<file path="src/rtl/rl_sched_pkg.sv">
// Shared types and constants for the range-limited LJ pair scheduler.
package rl_sched_pkg;

  // Latency of the RL_LJ_Evaluation_1st_Order force pipeline, in cycles.
  localparam int LJ_PIPE_LATENCY = 24;

  // Default particle index width (64 particles per cell).
  localparam int ADDR_W = 6;

  typedef enum logic [2:0] {
    IDLE      = 3'd0,
    LOAD_REF  = 3'd1,
    LATCH_REF = 3'd2,
    ISSUE     = 3'd3,
    NEXT_REF  = 3'd4,
    DRAIN     = 3'd5,
    DONE      = 3'd6
  } state_e;

  // Identity of one issued pair, carried alongside it through the pipeline.
  typedef struct packed {
    logic [ADDR_W-1:0] ref_id;
    logic [ADDR_W-1:0] nb_id;
  } tag_t;

endpackage

</file>
<file path="src/rtl/rl_pair_scheduler_if.sv">
// Force-pipeline side of the pair scheduler: pair issue and tagged force return.
interface rl_pair_scheduler_if #(
  parameter int ADDR_WIDTH = 6,
  parameter int DATA_WIDTH = 128
);
  logic                  pipe_ivalid;
  logic [DATA_WIDTH-1:0] pipe_reference;
  logic [DATA_WIDTH-1:0] pipe_neighbor;
  logic                  pipe_ovalid;
  logic                  out_valid;
  logic [ADDR_WIDTH-1:0] out_ref_id;
  logic [ADDR_WIDTH-1:0] out_nb_id;

  // Scheduler side.
  modport master (
    output pipe_ivalid, pipe_reference, pipe_neighbor,
    output out_valid, out_ref_id, out_nb_id,
    input  pipe_ovalid
  );

  // Pipeline / force-consumer side.
  modport slave (
    input  pipe_ivalid, pipe_reference, pipe_neighbor,
    input  out_valid, out_ref_id, out_nb_id,
    output pipe_ovalid
  );
endinterface

</file>
<file path="src/rtl/rl_tag_fifo.sv">
// Tag FIFO: holds the ids of in-flight pairs; head is visible without a pop.
module rl_tag_fifo
  import rl_sched_pkg::*;
#(
  parameter int WIDTH = 2 * ADDR_W,
  parameter int DEPTH = 32
) (
  input  logic             clk,
  input  logic             rst,
  input  logic             push,
  input  logic [WIDTH-1:0] wr_data,
  input  logic             pop,
  output logic [WIDTH-1:0] rd_data,
  output logic             full,
  output logic             empty
);
  localparam int AW = $clog2(DEPTH);
  localparam logic [AW:0] PTR_ONE = {{AW{1'b0}}, 1'b1};

  logic [WIDTH-1:0] mem_q [DEPTH];
  logic [AW:0]      wr_ptr_q, rd_ptr_q;

  // Extra pointer bit distinguishes full from empty when the indices match.
  assign empty   = (wr_ptr_q == rd_ptr_q);
  assign full    = (wr_ptr_q[AW] != rd_ptr_q[AW]) &&
                   (wr_ptr_q[AW-1:0] == rd_ptr_q[AW-1:0]);
  assign rd_data = mem_q[rd_ptr_q[AW-1:0]];

  // Pointer update; writes into a full FIFO and reads from an empty one are dropped.
  always_ff @(posedge clk or posedge rst) begin
    // NOTE: sequential state uses non-blocking assignments so every flop samples pre-edge values.
    if (rst) begin
      wr_ptr_q <= '0;
      rd_ptr_q <= '0;
    end else begin
      if (push && !full) wr_ptr_q <= wr_ptr_q + PTR_ONE;
      if (pop && !empty) rd_ptr_q <= rd_ptr_q + PTR_ONE;
    end
  end

  // Tag storage.
  always_ff @(posedge clk) begin
    // NOTE: storage has no reset; the pointers alone define which entries are valid.
    if (push && !full) mem_q[wr_ptr_q[AW-1:0]] <= wr_data;
  end

endmodule

</file>
<file path="src/rtl/rl_pair_scheduler.sv">
// Pair scheduler: streams every valid (i, j) pair of a home/neighbour cell pair
// into the LJ force pipeline, tags it, and matches returning forces to ids.
module rl_pair_scheduler
  import rl_sched_pkg::*;
#(
  parameter int ADDR_WIDTH = ADDR_W,
  parameter int DATA_WIDTH = 128,
  parameter int TAG_DEPTH  = 32
) (
  input  logic                  clk,
  input  logic                  rst,
  input  logic                  start,
  input  logic [ADDR_WIDTH:0]   ref_count,
  input  logic [ADDR_WIDTH:0]   nb_count,
  input  logic                  same_cell,
  output logic                  busy,
  output logic                  done,
  output logic                  err,
  output logic [15:0]           pair_count,
  output logic [ADDR_WIDTH-1:0] ref_rd_addr,
  input  logic [DATA_WIDTH-1:0] ref_rd_data,
  output logic                  nb_rd_en,
  output logic [ADDR_WIDTH-1:0] nb_rd_addr,
  input  logic [DATA_WIDTH-1:0] nb_rd_data,
  rl_pair_scheduler_if.master   pif
);
  localparam int CW = ADDR_WIDTH + 1;
  localparam int OW = $clog2(TAG_DEPTH) + 1;
  localparam int TW = 2 * ADDR_WIDTH;

  state_e                state_q, state_d;
  logic [CW-1:0]         i_q, i_d, j_q, j_d, i_inc, j_inc;
  logic [CW-1:0]         ref_cnt_q, nb_cnt_q;
  logic                  same_q;
  logic [DATA_WIDTH-1:0] ref_reg_q;
  logic                  rd_pend_q;
  logic [TW-1:0]         rd_tag_q, head;
  logic [OW-1:0]         outstanding_q;
  logic [15:0]           pair_count_q;
  logic                  err_q;
  logic                  load_cfg, load_ref, skip, credit_ok;
  logic                  push, pop, fifo_full, fifo_empty;

  assign i_inc     = i_q + CW'(1);
  assign j_inc     = j_q + CW'(1);
  assign skip      = same_q && (j_q == i_q);
  // A read already in flight to the pipeline input holds a credit too.
  assign credit_ok = (outstanding_q + OW'(rd_pend_q)) < OW'(TAG_DEPTH);
  assign push      = rd_pend_q && !fifo_full;
  assign pop       = pif.pipe_ovalid && !fifo_empty;

  // Next-state logic for the row/column walk.
  always_comb begin
    // NOTE: every output of this block gets a default first, so no latch is inferred.
    state_d  = state_q;
    i_d      = i_q;
    j_d      = j_q;
    nb_rd_en = 1'b0;
    load_cfg = 1'b0;
    load_ref = 1'b0;
    case (state_q)
      IDLE: begin
        if (start) begin
          load_cfg = 1'b1;
          i_d      = '0;
          state_d  = (ref_count == '0 || nb_count == '0) ? DONE : LOAD_REF;
        end
      end
      LOAD_REF:  state_d = LATCH_REF;
      LATCH_REF: begin
        load_ref = 1'b1;
        j_d      = '0;
        state_d  = ISSUE;
      end
      ISSUE: begin
        if (skip || credit_ok) begin
          nb_rd_en = !skip;
          j_d      = j_inc;
          if (j_inc == nb_cnt_q) state_d = NEXT_REF;
        end
      end
      NEXT_REF: begin
        i_d     = i_inc;
        state_d = (i_inc == ref_cnt_q) ? DRAIN : LOAD_REF;
      end
      DRAIN:   if (outstanding_q == '0 && !rd_pend_q) state_d = DONE;
      DONE:    state_d = IDLE;
      default: state_d = IDLE;
    endcase
  end

  // Run state, captured configuration, issue stage and in-flight bookkeeping.
  always_ff @(posedge clk or posedge rst) begin
    if (rst) begin
      state_q       <= IDLE;
      i_q           <= '0;
      j_q           <= '0;
      ref_cnt_q     <= '0;
      nb_cnt_q      <= '0;
      same_q        <= 1'b0;
      ref_reg_q     <= '0;
      rd_pend_q     <= 1'b0;
      rd_tag_q      <= '0;
      outstanding_q <= '0;
      pair_count_q  <= '0;
      err_q         <= 1'b0;
    end else begin
      state_q   <= state_d;
      i_q       <= i_d;
      j_q       <= j_d;
      rd_pend_q <= nb_rd_en;
      if (nb_rd_en) rd_tag_q <= {i_q[ADDR_WIDTH-1:0], j_q[ADDR_WIDTH-1:0]};
      if (load_cfg) begin
        ref_cnt_q <= ref_count;
        nb_cnt_q  <= nb_count;
        same_q    <= same_cell;
      end
      // ref_reg holds through NEXT_REF so the row's last pair still sees its reference.
      if (load_ref) ref_reg_q <= ref_rd_data;
      if (load_cfg)       pair_count_q <= '0;
      else if (rd_pend_q) pair_count_q <= pair_count_q + 16'd1;
      case ({push, pop})
        2'b10:   outstanding_q <= outstanding_q + OW'(1);
        2'b01:   outstanding_q <= outstanding_q - OW'(1);
        default: outstanding_q <= outstanding_q;
      endcase
      if (pif.pipe_ovalid && fifo_empty) err_q <= 1'b1;
    end
  end

  rl_tag_fifo #(
    .WIDTH (TW),
    .DEPTH (TAG_DEPTH)
  ) u_tag_fifo (
    .clk     (clk),
    .rst     (rst),
    .push    (push),
    .wr_data (rd_tag_q),
    .pop     (pop),
    .rd_data (head),
    .full    (fifo_full),
    .empty   (fifo_empty)
  );

  assign busy        = (state_q != IDLE);
  assign done        = (state_q == DONE);
  assign err         = err_q;
  assign pair_count  = pair_count_q;
  assign ref_rd_addr = i_q[ADDR_WIDTH-1:0];
  assign nb_rd_addr  = j_q[ADDR_WIDTH-1:0];

  assign pif.pipe_ivalid    = rd_pend_q;
  assign pif.pipe_reference = ref_reg_q;
  assign pif.pipe_neighbor  = rd_pend_q ? nb_rd_data : '0;
  assign pif.out_valid      = pif.pipe_ovalid;
  // Ids stay zero unless a real tag is popped this cycle.
  assign pif.out_ref_id     = pop ? head[TW-1:ADDR_WIDTH] : '0;
  assign pif.out_nb_id      = pop ? head[ADDR_WIDTH-1:0]  : '0;

endmodule
</file>
<file path="src/flat_wrapper.sv">
// flat-port wrapper written by rule: the top's interface ports become plain ports
module rl_pair_scheduler_flat import rl_sched_pkg::*;
#(
  parameter int ADDR_WIDTH = ADDR_W,
  parameter int DATA_WIDTH = 128,
  parameter int TAG_DEPTH  = 32
)
  (clk, rst, start, ref_count, nb_count, same_cell, busy, done, err, pair_count, ref_rd_addr, ref_rd_data, nb_rd_en, nb_rd_addr, nb_rd_data, pif_pipe_ivalid, pif_pipe_reference, pif_pipe_neighbor, pif_out_valid, pif_out_ref_id, pif_out_nb_id, pif_pipe_ovalid);
  rl_pair_scheduler_if #(.ADDR_WIDTH(ADDR_WIDTH), .DATA_WIDTH(DATA_WIDTH)) pif_i ();
  input  logic clk;
  input  logic rst;
  input  logic start;
  input  logic [ADDR_WIDTH:0] ref_count;
  input  logic [ADDR_WIDTH:0] nb_count;
  input  logic same_cell;
  output logic busy;
  output logic done;
  output logic err;
  output logic [15:0] pair_count;
  output logic [ADDR_WIDTH-1:0] ref_rd_addr;
  input  logic [DATA_WIDTH-1:0] ref_rd_data;
  output logic nb_rd_en;
  output logic [ADDR_WIDTH-1:0] nb_rd_addr;
  input  logic [DATA_WIDTH-1:0] nb_rd_data;
  output wire logic [$bits(pif_i.pipe_ivalid)-1:0] pif_pipe_ivalid;
  output wire logic [$bits(pif_i.pipe_reference)-1:0] pif_pipe_reference;
  output wire logic [$bits(pif_i.pipe_neighbor)-1:0] pif_pipe_neighbor;
  output wire logic [$bits(pif_i.out_valid)-1:0] pif_out_valid;
  output wire logic [$bits(pif_i.out_ref_id)-1:0] pif_out_ref_id;
  output wire logic [$bits(pif_i.out_nb_id)-1:0] pif_out_nb_id;
  input wire logic [$bits(pif_i.pipe_ovalid)-1:0] pif_pipe_ovalid;
  assign pif_pipe_ivalid = pif_i.pipe_ivalid;
  assign pif_pipe_reference = pif_i.pipe_reference;
  assign pif_pipe_neighbor = pif_i.pipe_neighbor;
  assign pif_out_valid = pif_i.out_valid;
  assign pif_out_ref_id = pif_i.out_ref_id;
  assign pif_out_nb_id = pif_i.out_nb_id;
  assign pif_i.pipe_ovalid = pif_pipe_ovalid;
  rl_pair_scheduler #(.ADDR_WIDTH(ADDR_WIDTH), .DATA_WIDTH(DATA_WIDTH), .TAG_DEPTH(TAG_DEPTH)) u_core (.clk(clk), .rst(rst), .start(start), .ref_count(ref_count), .nb_count(nb_count), .same_cell(same_cell), .busy(busy), .done(done), .err(err), .pair_count(pair_count), .ref_rd_addr(ref_rd_addr), .ref_rd_data(ref_rd_data), .nb_rd_en(nb_rd_en), .nb_rd_addr(nb_rd_addr), .nb_rd_data(nb_rd_data), .pif(pif_i));
endmodule
</file>
<file path="config.mk">
export PLATFORM = sky130hd
export DESIGN_NAME = rl_pair_scheduler_flat
export DESIGN_NICKNAME = d
export VERILOG_FILES = /design/src/rtl/rl_sched_pkg.sv /design/src/rtl/rl_pair_scheduler_if.sv /design/src/rtl/rl_tag_fifo.sv /design/src/rtl/rl_pair_scheduler.sv /design/src/flat_wrapper.sv
export SDC_FILE = /design/constraint.sdc
export NUM_CORES = 1
export LEC_CHECK = 0
export ABC_CLOCK_PERIOD_IN_PS = 8700
export CAP_MARGIN = 0
export CORE_MARGIN = 10
export CORE_UTILIZATION = 50
export CTS_CLUSTER_DIAMETER = 50
export DETAILED_ROUTE_END_ITERATION = 8
export PLACE_DENSITY = 0.78
export SETUP_SLACK_MARGIN = 0.02
export SLEW_MARGIN = 20
export SYNTH_ARGS = -nofsm -noshare
export SYNTH_HDL_FRONTEND = slang
export SYNTH_SLANG_ARGS = --single-unit
</file>
<file path="constraint.sdc">
create_clock -name clk -period 8.7 [get_ports clk]
set_input_delay 1.74 -clock clk [delete_from_list [all_inputs] [get_ports clk]]
set_output_delay 1.74 -clock clk [all_outputs]
set_load 0.1 [all_outputs]
</file>
Word level (Yosys, flattened, before mapping)
Memory sizes are Yosys's and may differ from the RTL's.
Cells that the tools add are included.
{ "totals": {"rom_bits": 0, "latch_bits": 0, "memories": 1, "in_bits": 275, "mem_bits_rw": 384, "regBits": 208, "out_inout_bits": 302} }
{ "mem_list": {"columns": ["memory", "depth", "width", "read_ports", "rd_ports_with_merged_regs", "wr", "line", "rtl"], "rows": [
  ["u_core.u_tag_fifo.mem_q", 32, 12, 1, 0, 1, "rl_tag_fifo.sv:20", "logic [WIDTH-1:0] mem_q [DEPTH];"]
]} }
{ "op_classes": {"shifts": 0, "bitwise_logic": 0, "mul": 0, "order_cmp": 1, "n_addsub": 8, "muxes": 24, "n_eq_ne": 18, "n_div": 0, "reduce_logical": 26} }
{ "ops": {"columns": ["op", "count"], "rows": [
  ["$mux W128", 1],
  ["$mux W16", 2],
  ["$pmux W7 S2", 2],
  ["$eq A7 B7 Y1", 3],
  ["$add A6 B1 Y6 const B", 3],
  ["$mux W3", 6],
  ["$pmux W3 S6", 1],
  ["$add A16 B1 Y16 const B", 1],
  ["$add A7 B1 Y7 const B", 2],
  ["$logic_not A7 Y1", 2],
  ["$mux W7", 2],
  ["$mux W6", 2],
  ["$pmux W6 S2", 1],
  ["$eq A3 B3 Y1 const B", 3],
  ["$logic_and A1 B1 Y1", 8],
  ["$reduce_bool A2 Y1", 4],
  ["$mux W1", 7],
  ["$add A6 B1 Y6", 1],
  ["$eq A3 B2 Y1 const B", 2],
  ["$eq A6 B6 Y1", 1],
  ["$logic_not A6 Y1", 1],
  ["$lt A6 B6 Y1 const B", 1],
  ["$ne A2 B1 Y1 const B", 3],
  ["$sub A6 B1 Y6 const B", 1],
  ["other kinds (12)", 17]
]} }

Logic depth before layout (Yosys ltp)
{ "depth": {"word_depth": 7, "mapped_depth": 16, "ltp_nobuf": 14} }

Cells and area by module
From an unflattened synthesis, not the netlist that was laid out.
{ "hier_totals": {"cells_unflattened": 1967, "hier_area_um2": 25293.0} }
{ "by_module_without_submodules": {"columns": ["mod", "n_inst", "cells_each", "area_each_um2"], "rows": [
  ["rl_tag_fifo", 1, 908, 15691.3],
  ["rl_pair_scheduler", 1, 1059, 9601.7]
]} }

Worst setup path before layout
No wires, ideal clock.
{ "synth_timing": {"path_type": "input port to output port", "start": "input port pif_pipe_ovalid", "end": "output port pif_out_nb_id[0]", "stages": 3, "slack_ps": 3659, "path_buffers": 1, "t_arrival_ps": 3301, "path_cell_list": "o21ai_2 -> clkbuf_1 -> nor2_1"} }
{ "synth_via": {"elab_chain_cells": 2} }
{ "synth_lines": {"columns": ["element", "line", "rtl"], "rows": [
  ["start: declaration", "flat_wrapper.sv:31", "input wire logic [$bits(pif_i.pipe_ovalid)-1:0] pif_pipe_ovalid;"],
  ["$logic_and A1 B1 Y1", "rl_pair_scheduler.sv:50", "assign pop = pif.pipe_ovalid && !fifo_empty;"],
  ["$mux W6", "rl_pair_scheduler.sv:158", "assign pif.out_nb_id = pop ? head[ADDR_WIDTH-1:0] : '0;"],
  ["end: declaration", "flat_wrapper.sv:30", "output wire logic [$bits(pif_i.out_nb_id)-1:0] pif_out_nb_id;"]
]} }
Every way passes these cells.

Worst setup path in the final report
{ "layout_timing": {"start": "register u_core.u_tag_fifo.rd_ptr_q[0]", "end": "output port pif_out_nb_id[4]"} }
{ "layout_via": {"elab_chain_cells": 4} }
{ "layout_lines": {"columns": ["element", "line", "rtl"], "rows": [
  ["start: declaration", "rl_tag_fifo.sv:21", "logic [AW:0] wr_ptr_q, rd_ptr_q;"],
  ["start signal: assignment", "rl_tag_fifo.sv:37", "if (pop && !empty) rd_ptr_q <= rd_ptr_q + PTR_ONE;"],
  ["branches (longest 3 deep; another with $mem_v2 Z32 W12)", null, null],
  ["$mux W6 *", "rl_pair_scheduler.sv:158", null]
]} }
Every way passes the cells marked *.

==> results.yml <==
detailed_routing:
  dr_total_vias: 16300
  wl_um: 96700
  detail-route-antenna-nets: 0
  dr.pass1.iters: 6
  drc: 0
  wire_per_inst_um: 34.6
  detail_route.iter0.violations: 1753
  vias_per_cell: 5.84
global_routing:
  met3_usage: 0.0839
  grt_first_pass_wirelength_um: 134000
  use_met1: 0.407
  gr-usage-all-layers: 0.323
  grt_max_degree: 139
  antenna_found_initial: 17
  global_route.overflow_total: 0
  grt_pass1_vias: 16300
  busiest_layer: "met2"
  met2_usage: 0.547
floorplanning:
  die_x_um: 243
  num_rows: 81
  dieArea_sq_um: 59100
  io_pins: 577
  die_height_um: 243
  core_area_sq_um: 49100
  start_util: 0.508
clocking:
  cts_buffer_depth: 3
  clk_pin_slew_ps: 60
  cts_sinks: 592
  clkLatencyLatePin_ps: 630
  post_cts_resized: 0
  cts_buffers: 67
  hold_buffers: 0
  htreeDepth: 3
  post_cts_buffers: 0
  cts_root_buf: "clkbuf_16"
  cts_tree: "built"
placement:
  io_buffers: 576
  dp_hpwl_um: 72000
  dpl.cell_count: 2662
  gp_routability_congestion: 0.968
power_and_ir_drop:
  clockPowerShare: 0.204
  ir_drop_uv: 445
  switchingPower_mw: 7.06
  combPwrFrac: 0.496
  switching_share: 0.491
  leakage_nw: 12.2
  pwr-share-seq: 0.300
  internal_power_mw: 7.31
  power_density_nw_per_um2: 430
flow_run:
  drv_cap: 0
final_layout:
  drive_gt1_frac: 0.210
  areaGrowthSynthToFinish_pct: 34.3
  fin_nets: 2353
  fin_util: 0.682
  final_cell_count_no_fill: 2792
synthesis:
  async_reset_ff_frac: 0.351
  syn_area_sq_um: 24900
  yosysWarnings: 0
  synthCells: 1507
  synth-edff-count: 384
  synth_nets: 1793
  ys_seq_area_frac: 0.672
  ys_types: 57
  synth_flop_cell: "edfxtp_1"
  syn_area_per_cell_sq_um: 16.5
  synth-seq-cells: 592
sta:
  fin_skew_ps: 47.9
  setup_viol: 0
  setup-tns-final_ps: 0
  fmax_mhz: 147
  finalCritPeriodShare: 0.783
  tightest_slew_ps: 1210
  final-max-slew-violation-count: 0
  relSlewSlack: 0.191
  hold_viol: 0
  grt_setup_unrepaired: "false"
  min_period_ps: 6820
  whs_ps: 462
setup_path:
  critPathCaptureType: "output port"
  worstSetupStartpointType: "flip-flop"
  critPathArrivalTime_ps: 5080
  critPathKind: "flip-flop to output port"
  cp.required_ps: 6960
  path_max_fanout: 52
worst_hold_path:
  hold_path.class: "flip-flop to flip-flop"
run_status:
  status: "completed"
-- metrics by stage --
step,worst slack [ps],area (sq um),total power [mW]
after floorplan,1280,24900,9.42
after global placement,2570,31100,11.4
after detailed placement,2510,31100,11.4
after CTS,1710,33400,14.4
after global routing,1530,33400,14.8
final,1880,33400,14.4
-- cell type report --
type	instances	area [sq um]
Fill cell	3349	15600
Sequential cell	592	16800
Timing Repair Buffer	593	5820
Clock buffer	78	1770
Inverter	15	63.8
Multi-Input combinational cell	798	7640
Tap cell	664	831
Antenna cell	6	15.0
Clock inverter	46	552
-- worst max-delay path, cell delays in order, from the launching register on --
cell and delay, ps:
dfrtp_4 1070, buf_4 660, mux4_2 330, nor2b_1 140
a211oi_1 60, a211oi_1 650, a21oi_1 170, nor2_1 170
clkdlybuf4s50_1 1170
-- power groups by stage --
stage	sequential (mW)	combinational (mW)	clock, mW
after detailed placement	4.34	7.10	0
after CTS	4.30	7.14	2.97
after global routing	4.39	7.29	3.09
final	4.31	7.12	2.94
after floorplan	6.22	3.20	0
after global placement	4.31	7.07	0
-- layout by cell type (no fill, tap or decap), types with 7 or more instances in the layout --
cell type,netlist,final
clkdlybuf4s50_1,0,555
edfxtp_1,384,384
dfrtp_1,208,200
mux2_2,149,149
and2_1,132,131
mux4_2,104,104
clkbuf_16,0,67
nor2_1,90,65
nand2_1,38,38
xor2_1,37,37
buf_4,17,31
a211oi_1,27,27
nor2_2,0,25
o21ai_0,23,23
nor2b_1,21,21
xnor2_1,21,21
a21oi_1,21,21
mux2i_1,15,15
nand3_1,14,14
inv_1,14,13
clkinv_1,0,12
ha_1,11,11
clkinv_2,0,10
mux2_1,9,9
nor3_1,10,9
nand4_1,8,8
bufinv_16,0,7
buf_2,32,7
-- Yosys cell counts, types with 5 or more instances --
cell type	n	area share
a22o_1	5	0.0018
buf_6	7	0.0032
mux2_2	149	0.067
nor4_1	6	0.0015
mux2_1	9	0.0041
a21oi_1	21	0.0042
a211oi_1	27	0.0081
ha_1	11	0.0055
nand2_1	38	0.0057
nor2b_1	21	0.0053
and2_1	132	0.033
o21ai_0	23	0.0046
o31ai_1	6	0.0018
clkbuf_1	43	0.0065
edfxtp_1	384	0.46
nor2_1	90	0.014
buf_2	32	0.0064
nand3_1	14	0.0028
inv_1	14	0.0021
nor3_1	10	0.0020
xnor2_1	21	0.0074
nand4_1	8	0.0020
mux2i_1	15	0.0060
mux4_2	104	0.094
or3_1	5	0.0013
and3_1	5	0.0013
xor2_1	37	0.013
dfrtp_1	208	0.21
buf_4	17	0.0051
-- metal layers --
metal | vias up | part of all wire
met5 | - | 0.00058
met4 | 8 | 0.027
met3 | 137 | 0.081
met2 | 895 | 0.51
met1 | 8481 | 0.38
li1 | 6792 | -
-- path summary, 6_finish.rpt --
kind,slack [ps],to,cells past startpoint,startpoint
setup / recovery,1880,pif_out_nb_id[4],8,u_core.u_tag_fifo.rd_ptr_q[0]$_DFFE_PP0P_
hold / removal,460,u_core.err$_DFFE_PP0P_,2,u_core.err$_DFFE_PP0P_
setup reg to reg,4160,u_core.outstanding_q[4]$_DFFE_PP0P_,14,u_core.u_tag_fifo.rd_ptr_q[0]$_DFFE_PP0P_
hold reg to reg,460,u_core.err$_DFFE_PP0P_,2,u_core.err$_DFFE_PP0P_
max in group asynchronous,5670,u_core.pif.pipe_ivalid$_DFF_PP0_,3,rst
min in group asynchronous,1610,u_core.pif.pipe_reference[54]$_DFFE_PP0P_,2,rst
-- state kept, by name, indices dropped and copies added, names as in the netlist --
name and count:
u_core.u_tag_fifo.mem_q 384, u_core.pif.pipe_reference 128, u_core.pair_count 16, u_core.rd_tag_q 12, u_core.i_q 7, u_core.j_q 7, u_core.nb_cnt_q 7, u_core.ref_cnt_q 7
u_core.outstanding_q 6, u_core.u_tag_fifo.rd_ptr_q 6, u_core.u_tag_fifo.wr_ptr_q 6, u_core.state_q 3, u_core.err 1, u_core.pif.pipe_ivalid 1, u_core.same_q 1
-- logic make-up (layout without fill, tap and decap cells) --
logic type | count (synthesis) | count (layout) | share of synthesized area
buf+inv | 117 | 732 | 0.0244
fa+ha+maj | 11 | 11 | 0.00553
mux | 282 | 282 | 0.176
flops | 592 | 592 | 0.672
xor+xnor | 58 | 58 | 0.0204
simple gates | 343 | 343 | 0.0728
compound gates | 104 | 104 | 0.0286
other cells | 0 | 6 | 0
(Power assumes the default switching activity.)
